[src/rtl/normshift_sched.sv]
// normshift_sched: shares the normalization shifter between the FMA/convert pipeline and divsqrt.
// Optional NORMSHIFT_PERF_EN adds StallCntM / DivWaitCntM performance counters.
module normshift_sched #(
   parameter int LOGNORMSHIFTSZ = 8,
   parameter int HOLD_MAX       = 2
) (
   input  logic                      clk,
   input  logic                      reset,
   input  logic                      PipeReqValid,
   input  logic [LOGNORMSHIFTSZ-1:0] PipeShiftAmt,
   input  logic                      DivDone,
   input  logic [LOGNORMSHIFTSZ-1:0] DivShiftAmt,
   input  logic                      DivResSubnorm,
   input  logic                      DivFlush,
   output logic                      PipeStall,
   output logic                      DivBusy,
   output logic                      ShiftValidM,
   output logic                      ShiftSelDivM,
   output logic [LOGNORMSHIFTSZ-1:0] ShiftAmtM,
   output logic                      ShiftSubnormM
`ifdef NORMSHIFT_PERF_EN
   ,
   output logic [31:0]               StallCntM,
   output logic [31:0]               DivWaitCntM
`endif
);

   typedef enum logic {IDLE, PEND} state_t;

   localparam logic [3:0] HOLD_MAX_C = 4'(HOLD_MAX);

   state_t                    state;
   logic [3:0]                Cnt;
   logic [LOGNORMSHIFTSZ-1:0] HAmt;
   logic                      HSub;

   // Forced grant: the held divsqrt result has lost HOLD_MAX times, so the pipeline yields.
   assign PipeStall = (state == PEND) && !DivFlush && PipeReqValid && (Cnt >= HOLD_MAX_C);

   always_ff @(posedge clk or posedge reset) begin
      if (reset) begin
         state         <= IDLE;
         Cnt           <= 4'd0;
         HAmt          <= '0;
         HSub          <= 1'b0;
         DivBusy       <= 1'b0;
         ShiftValidM   <= 1'b0;
         ShiftSelDivM  <= 1'b0;
         ShiftAmtM     <= '0;
         ShiftSubnormM <= 1'b0;
      end else begin
         ShiftValidM <= 1'b0;
         case (state)
            IDLE: begin
               if (DivDone && !DivFlush && !PipeReqValid) begin
                  ShiftValidM   <= 1'b1;
                  ShiftSelDivM  <= 1'b1;
                  ShiftAmtM     <= DivShiftAmt;
                  ShiftSubnormM <= DivResSubnorm;
               end else begin
                  if (PipeReqValid) begin
                     ShiftValidM   <= 1'b1;
                     ShiftSelDivM  <= 1'b0;
                     ShiftAmtM     <= PipeShiftAmt;
                     ShiftSubnormM <= 1'b0;
                  end
                  if (DivDone && !DivFlush) begin
                     HAmt    <= DivShiftAmt;
                     HSub    <= DivResSubnorm;
                     Cnt     <= 4'd1;
                     state   <= PEND;
                     DivBusy <= 1'b1;
                  end
               end
            end
            PEND: begin
               // A DivDone arriving here is ignored; the held entry wins.
               if (DivFlush) begin
                  if (PipeReqValid) begin
                     ShiftValidM   <= 1'b1;
                     ShiftSelDivM  <= 1'b0;
                     ShiftAmtM     <= PipeShiftAmt;
                     ShiftSubnormM <= 1'b0;
                  end
                  state   <= IDLE;
                  Cnt     <= 4'd0;
                  DivBusy <= 1'b0;
               end else if (!PipeReqValid || (Cnt >= HOLD_MAX_C)) begin
                  ShiftValidM   <= 1'b1;
                  ShiftSelDivM  <= 1'b1;
                  ShiftAmtM     <= HAmt;
                  ShiftSubnormM <= HSub;
                  state         <= IDLE;
                  Cnt           <= 4'd0;
                  DivBusy       <= 1'b0;
               end else begin
                  ShiftValidM   <= 1'b1;
                  ShiftSelDivM  <= 1'b0;
                  ShiftAmtM     <= PipeShiftAmt;
                  ShiftSubnormM <= 1'b0;
                  Cnt           <= Cnt + 4'd1;
               end
            end
            default: state <= IDLE;
         endcase
      end
   end

`ifdef NORMSHIFT_PERF_EN
   always_ff @(posedge clk or posedge reset) begin
      if (reset) begin
         StallCntM   <= 32'd0;
         DivWaitCntM <= 32'd0;
      end else begin
         if (PipeStall)
            StallCntM <= StallCntM + 32'd1;
         if (state == PEND)
            DivWaitCntM <= DivWaitCntM + 32'd1;
      end
   end
`endif

endmodule

[config.mk]
export PLATFORM = sky130hd
export DESIGN_NAME = normshift_sched
export DESIGN_NICKNAME = d
export VERILOG_FILES = /design/src/rtl/normshift_sched.sv
export SDC_FILE = /design/constraint.sdc
export NUM_CORES = 1
export LEC_CHECK = 0
export BUFFER_PORTS_ARGS = -buffer_cell sky130_fd_sc_hd__buf_2
export CORE_MARGIN = 5
export CORE_UTILIZATION = 53
export DETAILED_ROUTE_END_ITERATION = 8
export GPL_TIMING_DRIVEN = 0
export PLACE_DENSITY = 0.86
export SLEW_MARGIN = 25
export SYNTH_ARGS = -nofsm -noshare
export SYNTH_HDL_FRONTEND = slang
export SYNTH_SLANG_ARGS = --single-unit
[constraint.sdc]
create_clock -name clk -period 1.76 [get_ports clk]
set_input_delay 0.352 -clock clk [delete_from_list [all_inputs] [get_ports clk]]
set_output_delay 0.352 -clock clk [all_outputs]
set_load 0.02 [all_outputs]
==> metrics.md <==
| Metric | Value |
|---|---|
| Status | complete, but fails checks |
| Violated checks | negative setup slack |
| RSZ-0062 raised after global routing | yes |
| # port buffers | 34 |
| Synth top area share | 43.81% |
| Vias | around 1400 |
| Drt pass-1 iters | 4 |
| Synth top area cells | dfrtp_1, o21ai_0, mux2i_1 |
| Peak supply drop | 0.7523 mV |
| Number of setup violations in the final report | 1 |
| Number of global-route vias before repair | about 1500 |
| Die W | 62.94 µm |
| Total GRT Usage | between 10% and 20% |
| Clk pwr share | just over 20% |
| Detailed Route Iter0 Violations | 113 |
| Synth unique cells | 38 |
| Final hold violations | 0 |
| Final HPWL DP | about 2700 µm |
| Clock-pin slew on the worst setup and hold paths | 150 ps |
| H-tree levels | 1 |
| Syn avg cell area | ~10 µm² |
| WP data arrival | 1440 ps |
| Cell Area, Synth | 1485 µm² |
| Die height | 62.94 µm |
| GR peak layer | met2 |
| Starting Density | 54.80% |
| Largest net degree at the start of global routing | 27 |
| GR Overflow Total | 0 |
| Flip-flop and latch count after synthesis | 26 |
| DRC Markers | 0 |
| Final Wtd Congestion | between 0.7 and 0.8 |
| Final setup TNS | -28.23 ps |
| Die area | a little under 4000 µm² |
| Sink Count | 26 |
| TritonCTS Buffers | 3 |
| # rows | 19 |
| Net count, final | 217 |
| Fmax | between 500 and 600 MHz |
| Leakage | roughly 0.84 nW |
| Ys Warns | 0 |
| Slew Viols, Final | 0 |
| Final period util | 101.6% |
| Root buf cell | clkbuf_4 |
| Fin worst setup slack | -28.23 ps |
| Post-layout util | 66.76% |
| Met1 usage | 23.72% |
| Post-DR vias/cell | 6.063 |
| Min-Delay Path Class | in2async |
| Share of cells above drive strength 1 | between 30% and 40% |
| Post-Syn Nets | 173 |
| CP Max Fanout | 3 |
| Worst-margin pin slew | between 500 and 600 ps |
| Seq pwr share | 49.0% |
| Max-cap violations | 0 |
| Core Area | 2710 µm² |
| Drt wl/cell | around 17 µm |
| Max_slew headroom | 63.36% |
| CP endpoint kind | output pin |
| Comb pwr share | between 30% and 40% |
| Int Pwr | 1.027 mW |
| Setup Crit Path Kind | reg2out |
| CTS tree | done |
| Met2 Use GR | 34.49% |
| M3 GR Usage | under 10% |
| Layout Skew | 7.892 ps |
| Worst-Skew Late Latency | 330 ps |
| Power Dens Cells | 836.9 nW/µm² |
| Number of antenna diodes | 0 |
| Cell taking the most area after synthesis | dfrtp_1 |
| Antenna violations before repair | 0 |
| Critical path launch point type | register |
| Switching power | 0.4867 mW |
| ANT nets after route | 0 |
| Worst EP required | 1410 ps |
| Post-layout min period | 1788 ps |
| Register area share after synthesis | 43.81% |
| I/O Pins | 35 |
| First-pass GRT wire length | between 6000 and 7000 µm |
| CTS Hold Bufs | 0 |
| Sw Ratio | 32.14% |
| Area grow syn2layout | 21.82% |
| Layout fillers | 217 |
| Final wirelength | between 3000 and 4000 µm |
| Max clock buf depth | 2 |
| Cells after Synth | 149 |
Yosys cell counts (all sizes together):
cell type and number:
nor3 6, nand3b 2, nor2b 3, a21oi 6, o2bb2ai 6, and3 1
o21ai 18, or2 1, nor4 1, dfrtp 26, or3 1, o211a 2
buf 8, a31oi 5, a32oi 2, nand2 15, inv 7, a21o 1
a31o 2, nand2b 7, ha 2, and2 2, mux2i 8, mux2 8
and2b 1, o21bai 1, nor4bb 1, o32ai 2, nor2 1, clkbuf 3
cell usage in the layout (no fill, tap or decap), types with 3 or more instances in the layout:
cell type,Yosys,routed
a21oi_1,6,6
a31oi_1,5,5
buf_2,4,37
buf_4,2,7
clkbuf_4,0,3
dfrtp_1,26,25
inv_1,6,4
inv_2,1,3
mux2_2,3,3
mux2_4,5,5
mux2i_1,8,8
nand2_1,14,14
nand2b_1,7,7
nor2b_1,3,3
nor3_1,5,5
o21ai_0,18,16
o2bb2ai_1,6,6
registers in the layout (all words and copies together) (netlist names):
register / cells
Cnt: 4
DivBusy: 1
HAmt: 8
HSub: 1
ShiftAmtM: 8
ShiftSelDivM: 1
ShiftSubnormM: 1
ShiftValidM: 1
state: 1
timing repair:
item,in CTS,in global routing
endpoints found under the hold margin,0,0
pin swaps,2,1
endpoints found under the setup margin,1,7
gates resized for setup,7,6
buffers inserted,5,0
layer usage:
metal / share of wire, % / up-vias
met3: 9.2 / 4
met2: 50 / 64
met1: 40 / 664
met4: 0.52 / 0
li1: - / 620
met5: 0 / -
critical path, cell delays in order (launching register included):
cell	delay, ps
dfrtp_2	460
buf_6	130
nor4_4	280
nor2_1	80
buf_4	160
cell type report:
type	count	area [µm²]	area share, %
multi-input combinational	105	779.5	43.08
sequential	26	651.9	36.03
buffer	11	62.56	3.458
clock buffer	4	36.28	2.006
timing repair buffer	39	214.0	11.83
tap	31	38.79	2.144
inverter	7	26.28	1.452
final timing paths:
| path | from | to | slack [ps] | cells after the start |
|---|---|---|---|---|
| max reg2reg | Cnt[1] | Cnt[1] | 90 | 6 |
| max | Cnt[1] | PipeStall | -30 | 4 |
| min reg2reg | DivBusy | DivBusy | 520 | 1 |
| max in group asynchronous | reset | Cnt[1] | 1330 | 2 |
| min | reset | Cnt[3] | 50 | 2 |
| min in group clk | DivShiftAmt[7] | HAmt[7] | 250 | 3 |
kinds of logic (layout without fill, tap and decap cells):
| logic type | Yosys count | in the layout | synth area share (%) |
|---|---|---|---|
| simple gates | 42 | 42 | 16.26 |
| fa+ha+maj | 2 | 2 | 1.685 |
| flops | 26 | 26 | 43.81 |
| mux | 16 | 16 | 12.72 |
| compound gates | 45 | 45 | 19.63 |
| buf+inv | 18 | 61 | 5.896 |
metrics by stage:
stage / instances / setup WS (ps) / total power, mW / cell area, µm² / hold WS (ps)
floorplan: 149 / 284.9 / 1.026 / 1485 / 392.0
global placement: 214 / 79.71 / 1.138 / 1694 / 456.4
detailed placement: 214 / 54.09 / 1.166 / 1694 / 495.0
CTS: 223 / -20.29 / 1.514 / 1803 / 253.6
global route: 223 / -121.2 / 1.613 / 1809 / 75.90
finish: 223 / -28.23 / 1.514 / 1809 / 47.19
power by group through the flow:
stage | logic, mW | registers, mW | clock network [mW]
after global placement | 0.389 | 0.749 | 0
after detailed placement | 0.408 | 0.758 | 0
after CTS | 0.454 | 0.742 | 0.318
after global routing | 0.503 | 0.757 | 0.354
final | 0.461 | 0.742 | 0.311
after floorplan | 0.237 | 0.788 | 0
No activity file was read; power rests on OpenSTA's default activity.
